<file path="config.mk">
export PLATFORM = sky130hd
export DESIGN_NAME = router_pkt_tx
export DESIGN_NICKNAME = d
export VERILOG_FILES = /design/src/rtl/router_pkt_tx.sv
export SDC_FILE = /design/constraint.sdc
export NUM_CORES = 1
export LEC_CHECK = 0
export CAP_MARGIN = 10
export CORE_ASPECT_RATIO = 0.6
export CORE_MARGIN = 4
export CORE_UTILIZATION = 55
export DETAILED_ROUTE_END_ITERATION = 7
export PLACE_DENSITY = 0.81
export SYNTH_ARGS = -nofsm -noshare
export SYNTH_HDL_FRONTEND = slang
export SYNTH_SLANG_ARGS = --single-unit
</file>
<file path="constraint.sdc">
create_clock -name clock -period 4.6 [get_ports clock]
set_input_delay 0.92 -clock clock [delete_from_list [all_inputs] [get_ports clock]]
set_output_delay 0.92 -clock clock [all_outputs]
set_load 0.05 [all_outputs]
</file>
<file path="src/rtl/router_pkt_tx.sv">
// router_pkt_tx: packet transmitter for the 1x3 router input port.
//
// Buffers one payload (1..63 bytes) from an upstream byte source while
// accumulating the even-XOR parity over header and payload. It then drives
// header, payload and parity bytes onto the router input, honouring busy.
//
// Ports:
//   clock           sole clock, rising edge
//   reset           synchronous, active-high reset
//   start           request to send one packet (sampled in IDLE only)
//   dest_addr[1:0]  destination port 0..2 (3 is rejected)
//   payload_len[5:0] payload byte count 1..63 (0 is rejected)
//   corrupt_parity  error-injection request, sampled with start
//   src_valid       upstream byte valid
//   src_data[7:0]   upstream payload byte
//   src_ready       block accepts src_data this cycle (LOAD)
//   busy            router cannot accept a byte this cycle
//   pkt_valid       high during header and payload, low during parity
//   data_out[7:0]   byte to router data_in
//   tx_active       high whenever not IDLE
//   tx_done         one-cycle pulse after the parity byte is accepted
//   bad_req         one-cycle pulse when start is rejected
//
// Build option: define ROUTER_TX_PARITY_CORRUPT_EN to make corrupt_parity
// invert bit 0 of the transmitted parity byte. Undefined, corrupt_parity is
// ignored and parity is always correct.

module router_pkt_tx (
  input  logic       clock,
  input  logic       reset,
  input  logic       start,
  input  logic [1:0] dest_addr,
  input  logic [5:0] payload_len,
  input  logic       corrupt_parity,
  input  logic       src_valid,
  input  logic [7:0] src_data,
  output logic       src_ready,
  input  logic       busy,
  output logic       pkt_valid,
  output logic [7:0] data_out,
  output logic       tx_active,
  output logic       tx_done,
  output logic       bad_req
);

  localparam logic [2:0] StIdle    = 3'd0;
  localparam logic [2:0] StLoad    = 3'd1;
  localparam logic [2:0] StHeader  = 3'd2;
  localparam logic [2:0] StPayload = 3'd3;
  localparam logic [2:0] StParity  = 3'd4;

  logic [2:0] state_q, state_d;
  logic [7:0] header_q, header_d;
  logic [7:0] parity_q, parity_d;
  logic [5:0] idx_q, idx_d;
  logic       pkt_valid_q, pkt_valid_d;
  logic [7:0] data_out_q, data_out_d;
  logic       tx_done_q, tx_done_d;
  logic       bad_req_q, bad_req_d;
  logic       buf_we;
  logic [7:0] parity_tx;
  logic [5:0] last_idx;

  // Payload buffer; contents are not reset.
  logic [7:0] buf_mem [63];

  assign last_idx = header_q[7:2] - 6'd1;

`ifdef ROUTER_TX_PARITY_CORRUPT_EN
  logic corrupt_q, corrupt_d;
  assign parity_tx = parity_q ^ {7'b0, corrupt_q};
`else
  logic unused_corrupt;
  assign unused_corrupt = corrupt_parity;
  assign parity_tx      = parity_q;
`endif

  always_comb begin
    state_d     = state_q;
    header_d    = header_q;
    parity_d    = parity_q;
    idx_d       = idx_q;
    pkt_valid_d = pkt_valid_q;
    data_out_d  = data_out_q;
    tx_done_d   = 1'b0;
    bad_req_d   = 1'b0;
    buf_we      = 1'b0;
`ifdef ROUTER_TX_PARITY_CORRUPT_EN
    corrupt_d   = corrupt_q;
`endif
    unique case (state_q)
      StIdle: begin
        if (start) begin
          if (payload_len == 6'd0 || dest_addr == 2'd3) begin
            bad_req_d = 1'b1;
          end else begin
            header_d = {payload_len, dest_addr};
            parity_d = {payload_len, dest_addr};
            idx_d    = 6'd0;
            state_d  = StLoad;
`ifdef ROUTER_TX_PARITY_CORRUPT_EN
            corrupt_d = corrupt_parity;
`endif
          end
        end
      end
      StLoad: begin
        if (src_valid) begin
          buf_we   = 1'b1;
          parity_d = parity_q ^ src_data;
          if (idx_q == last_idx) begin
            // Present the header the cycle after the last byte is written.
            idx_d       = 6'd0;
            state_d     = StHeader;
            pkt_valid_d = 1'b1;
            data_out_d  = header_q;
          end else begin
            idx_d = idx_q + 6'd1;
          end
        end
      end
      StHeader: begin
        if (!busy) begin
          state_d    = StPayload;
          data_out_d = buf_mem[0];
        end
      end
      StPayload: begin
        if (!busy) begin
          if (idx_q == last_idx) begin
            state_d     = StParity;
            pkt_valid_d = 1'b0;
            data_out_d  = parity_tx;
          end else begin
            idx_d      = idx_q + 6'd1;
            data_out_d = buf_mem[idx_q + 6'd1];
          end
        end
      end
      StParity: begin
        if (!busy) begin
          state_d    = StIdle;
          tx_done_d  = 1'b1;
          data_out_d = 8'h00;
        end
      end
      default: begin
        state_d     = StIdle;
        pkt_valid_d = 1'b0;
        data_out_d  = 8'h00;
      end
    endcase
  end

  always_ff @(posedge clock) begin
    if (reset) begin
      state_q     <= StIdle;
      header_q    <= 8'h00;
      parity_q    <= 8'h00;
      idx_q       <= 6'd0;
      pkt_valid_q <= 1'b0;
      data_out_q  <= 8'h00;
      tx_done_q   <= 1'b0;
      bad_req_q   <= 1'b0;
`ifdef ROUTER_TX_PARITY_CORRUPT_EN
      corrupt_q   <= 1'b0;
`endif
    end else begin
      state_q     <= state_d;
      header_q    <= header_d;
      parity_q    <= parity_d;
      idx_q       <= idx_d;
      pkt_valid_q <= pkt_valid_d;
      data_out_q  <= data_out_d;
      tx_done_q   <= tx_done_d;
      bad_req_q   <= bad_req_d;
`ifdef ROUTER_TX_PARITY_CORRUPT_EN
      corrupt_q   <= corrupt_d;
`endif
    end
  end

  always_ff @(posedge clock) begin
    if (buf_we) begin
      buf_mem[idx_q] <= src_data;
    end
  end

  assign src_ready = (state_q == StLoad);
  assign tx_active = (state_q != StIdle);
  assign pkt_valid = pkt_valid_q;
  assign data_out  = data_out_q;
  assign tx_done   = tx_done_q;
  assign bad_req   = bad_req_q;

endmodule

</file>
### Word level (Yosys, flattened, before mapping)

Memory sizes are Yosys's and may differ from the RTL's.
Cells that the tools add are included.

| storage, ports and cells | value |
|---|---|
| bits in registers | 36 |
| RAM bits | 504 |
| bits of input ports | 22 |
| output and inout port bits | 13 |
| logic and storage cells | 85 |
| memories kept | 1 |

| operators by class | value |
|---|---|
| add/sub/neg operators | 2 |
| eq/ne operators | 15 |
| multiplexer cells | 38 |
| bitwise logic cells | 6 |
| reduce and logical (&&, ||, !) cells | 15 |

Memories:

| memory | words | bits a word | rd ports | clocked after memory_dff | write ports | line | RTL |
|---|---|---|---|---|---|---|---|
| buf_mem | 63 | 8 | 2 | 0 | 1 | 65 | `logic [7:0] buf_mem [63];` |

Operators by type and width:

| operator | number |
|---|---|
| 2-to-1 mux 8 bit | 9 |
| case mux 8 bit (5 select lines) | 1 |
| 2-to-1 mux 6 bit | 6 |
| 2-to-1 mux 3 bit | 8 |
| case mux 6 bit (3 select lines) | 1 |
| inequality test 2 bit, second input constant | 8 |
| case mux 8 bit (2 select lines) | 1 |
| case mux 3 bit (5 select lines) | 1 |
| AND reduction 6 bit | 2 |
| 2-to-1 mux 1 bit | 10 |
| AND reduction 8 bit | 1 |
| XOR 8 bit | 1 |
| adder 6 x 1 -> 6 bit, second input constant | 1 |
| == test 3 x 2 -> 1 bit, second input constant | 2 |
| == test 6 bit | 1 |
| logical NOT 6 bit | 1 |
| nonzero test 3 bit | 2 |
| OR reduction 3 bit | 2 |
| subtractor 6 x 1 -> 6 bit, second input constant | 1 |
| inverter 1 bit | 5 |
| AND reduction 5 bit | 1 |
| AND reduction 4 bit | 1 |
| == test 3 x 1 -> 1 bit, second input constant | 1 |
| == test 3 bit, second input constant | 1 |
| 8 further kinds | 8 |

### Longest topological paths before layout

| logic depth | value |
|---|---|
| depth in word-level cells | 5 |
| mapped depth | 12 |
| depth with buffers taken out | 9 |

### Worst setup path before layout

OpenSTA, ideal clock, no wires.

| timing path | value |
|---|---|
| path type | register -> register |
| from | register idx_q[1] |
| to | register data_out_q[7], in the netlist data_out[7] |
| library setup time | 140 ps |
| data arrival time | 2368 ps |
| required time | 4460 ps |
| slack | 2092 ps |
| cell stages (with the launch flop) | 10 |
| path buffers | 2 |
| period minus slack after synthesis | 2508 ps |
| cell sequence | dfxtp_1 ha_1 buf_4 buf_2 mux4_2 mux2_2 a2bb2oi_1 nand3_1 o21bai_1 o211ai_1 |

| on the way | value |
|---|---|
| cells in the longest elaborated chain, start to end | 5 |
| elaborated cells on any way between the ends | 8 |
| classes of those cells | add/sub: 1; eq/ne: 2; mux: 3; reduce/logical: 1; memory: 1 |

RTL lines:

| what | line | RTL |
|---|---|---|
| start, declared | 55 | `logic [5:0] idx_q, idx_d;` |
| start signal, assigned | 172 | `idx_q <= idx_d;` |
| adder 6 x 1 -> 6 bit | 136 | `data_out_d = buf_mem[idx_q + 6'd1];` |
| memory (63 x 8 bit) | -- |  |
| 2-to-1 mux 8 bit | 130 | `if (idx_q == last_idx) begin` |
| 2-to-1 mux 8 bit | 129 | `if (!busy) begin` |
| case mux 8 bit (5 select lines) | 91 | `unique case (state_q)` |
| end signal, assigned | 174 | `data_out_q <= data_out_d;` |
| end, declared | 57 | `logic [7:0] data_out_q, data_out_d;` |

Several ways; a longest one is shown, not always the timed one. The select of a mux whose other input is x is not followed.
A chain may end at the register's enable or synchronous reset.

### Worst setup path after layout

| timing path | value |
|---|---|
| from | register idx_q[2] |
| to | register data_out_q[1], in the netlist data_out[1] |

Same word-level chain as after synthesis.

==> metrics <==
Mapped Nets 1279; leak pwr 7.71 nW; Starting Density 0.559; die area 43200 µm²; xor/xnor share of the synthesized area 0.00628; worst slew pin tran between 1000 and 1500 ps; area of the multi-input gates 5690 µm²; Seq/Total Area, Yosys 0.724; Cell Count, Final, Fillers Out around 1900; skew final approximately 18 ps; final setup violation count 0; Slew Viols, Final 0; synthesized flop and latch total 540; kind of critical path reg2reg; Pwr Total approximately 10 mW; Setup crit start kind flop; PortBufs 33; final wirelength about 53000 µm; initial antenna violation count 3; Ports 35; CTS H-tree lvls 2; core area 39200 µm²; Synth Area in Simple Gates 0.0701; Overall Global Routing Usage 0.250; die height approximately 160 µm; placed cell count around 1800; Post-Syn Area ~22000 µm²; insertion delay to the later sink of the worst-skew pair roughly 570 ps; post-place instance area about 23000 µm²; Pre-Repair DR Iteration Count 5; setup TNS 0 ps; Placer Congestion between 0.8 and 0.9; Final min period ~3800 ps; Compound-Gate Fraction of Synth Area 0.0392; Post-layout nets about 1300; grt total ovfl 0; DP Worst Slack roughly 870 ps; CP Max Fanout 17; relative slew slack 0.175; Clock Path Buffers 3; drt via density between 6 and 7; post-CTS setup buffer count 0; Worst-path clk slew roughly 70 ps; clk root buf clkbuf_16; Post-Syn Instances approximately 1300; clk sinks 540; Synth Warn # 0; Iter 0 DRT Violations just under 2000; Synth Area in Adders 0.00114; Yosys cell types 64; sequential cell area 15900 µm²; vias in the first global route 12215; DRC Markers 0; Layout area overhead 12.3%; upper clock frequency limit 266 MHz; status finished clean; cell row count 56; first-pass GRT wire length 79400 µm; Final ANT Viol Nets 0; async set-reset flop share out of synthesis 0; largest family of logic cells by synthesized area multiplexers; Die X approximately 270 µm; worst min path class reg2reg; commonest non-fill, non-tap cell in the layout edfxtp_1; CTS tree built; PwrDens approximately 410 nW/µm²; Mean Syn Cell Area approximately 17 µm²; via count about 12000; top_reg_cell synth edfxtp_1; worst vdd ir just over 0.0004 V; layout cells sized above 1 0.206; Num CTS Buffers between 40 and 50; final setup margin 835 ps; most frequent cells in the layout edfxtp_1, mux4_2, nor2_1, nand2_1, buf_4; WP data required 5060 ps; core utilization of the finished layout 0.628; final instance area 24600 µm²; EDFF count, synth 504; setup repair after global routing missed its margin false; Max-cap violations 0; hpwl dp ~33000 µm; mux cell area share after synthesis 0.141; Fin Hold WS approximately 500 ps; Worst Path Arrival about 4200 ps; Hold Vio Cnt, Final 0; CTS resizes 0; Inserted Diodes 0; Avg WL per Cell approximately 28 µm; largest net degree at the start of global routing between 90 and 100; Post-CTS Hold Buffers 0; period utilization 0.818; fill cell count between 2000 and 3000; CP endpoint kind flop
## where the power goes
group | internal [mW] | switching [mW] | total, mW
Combinational | 0.219 | 0.329 | 0.548
Clock | 2.38 | 1.75 | 4.14
Sequential | 5.38 | 0.0310 | 5.41
## sequential cells by signal, summed over array words and instances, names as in the netlist
signal,flops
bad_req,1
tx_done,1
pkt_valid,1
parity_q,8
idx_q,6
data_out,8
header_q,8
state_q,3
buf_mem,504
## layout make-up
cell class | count | area share
flip-flops and latches | 540 | 0.644
multi-input cells | 633 | 0.231
clock buffers | 55 | 0.0489
repair buffers | 93 | 0.0321
well taps | 522 | 0.0265
clock inverters | 27 | 0.0154
inverters | 10 | 0.00153
## synth_stat cells, drive strengths merged, types with 7 or more instances
cell	instances	area share
a211oi	8	0.0032
a22oi	8	0.0027
buf	54	0.014
and2	8	0.0023
a32oi	7	0.0028
nor3b	8	0.0027
dfxtp	36	0.033
nor4	8	0.0023
inv	10	0.0017
a21oi	27	0.0063
nand4	15	0.0043
edfxtp	504	0.69
nand3	34	0.0080
mux4	119	0.12
nand2	103	0.018
mux2i	38	0.017
o211ai	10	0.0037
nor3	13	0.0030
or3	8	0.0023
o21ai	32	0.0073
clkbuf	18	0.0031
a22o	11	0.0044
nor2	109	0.019
xnor2	8	0.0035
## logic make-up (layout without fill, tap and decap cells)
| kind of cell | count (synthesis) | in the layout |
|---|---|---|
| AO/OA/AOI/OAI | 127 | 127 |
| XOR/XNOR | 14 | 14 |
| adder cells (fa/ha/maj) | 2 | 2 |
| buffers and inverters | 82 | 185 |
| flip-flops | 540 | 540 |
| multiplexers | 159 | 159 |
| AND/OR/NAND/NOR | 331 | 331 |
## routing by layer
layer  GRT usage  wire length [µm]
met4      0.0611              1270
met3      0.0944              7660
met2       0.353             23200
met1       0.373             21000
met5           0                31
## critical path, stage by stage, from the launching register on
cell,delay (ps)
dfxtp_1,880
nand3_2,370
xnor2_2,320
nor3_1,950
nand3_1,500
nand4_1,190
nor4_1,80
or3_1,370
## path summary, 6_finish.rpt
path	start	end	slack [ps]	depth (start not counted)
setup / recovery	idx_q[2]	data_out[1]	840	7
hold / removal	data_out[7]	data_out[7]	500	2
setup reg to reg	idx_q[2]	data_out[1]	840	7
hold reg to reg	data_out[7]	data_out[7]	500	2
(Power assumes the default switching activity.)
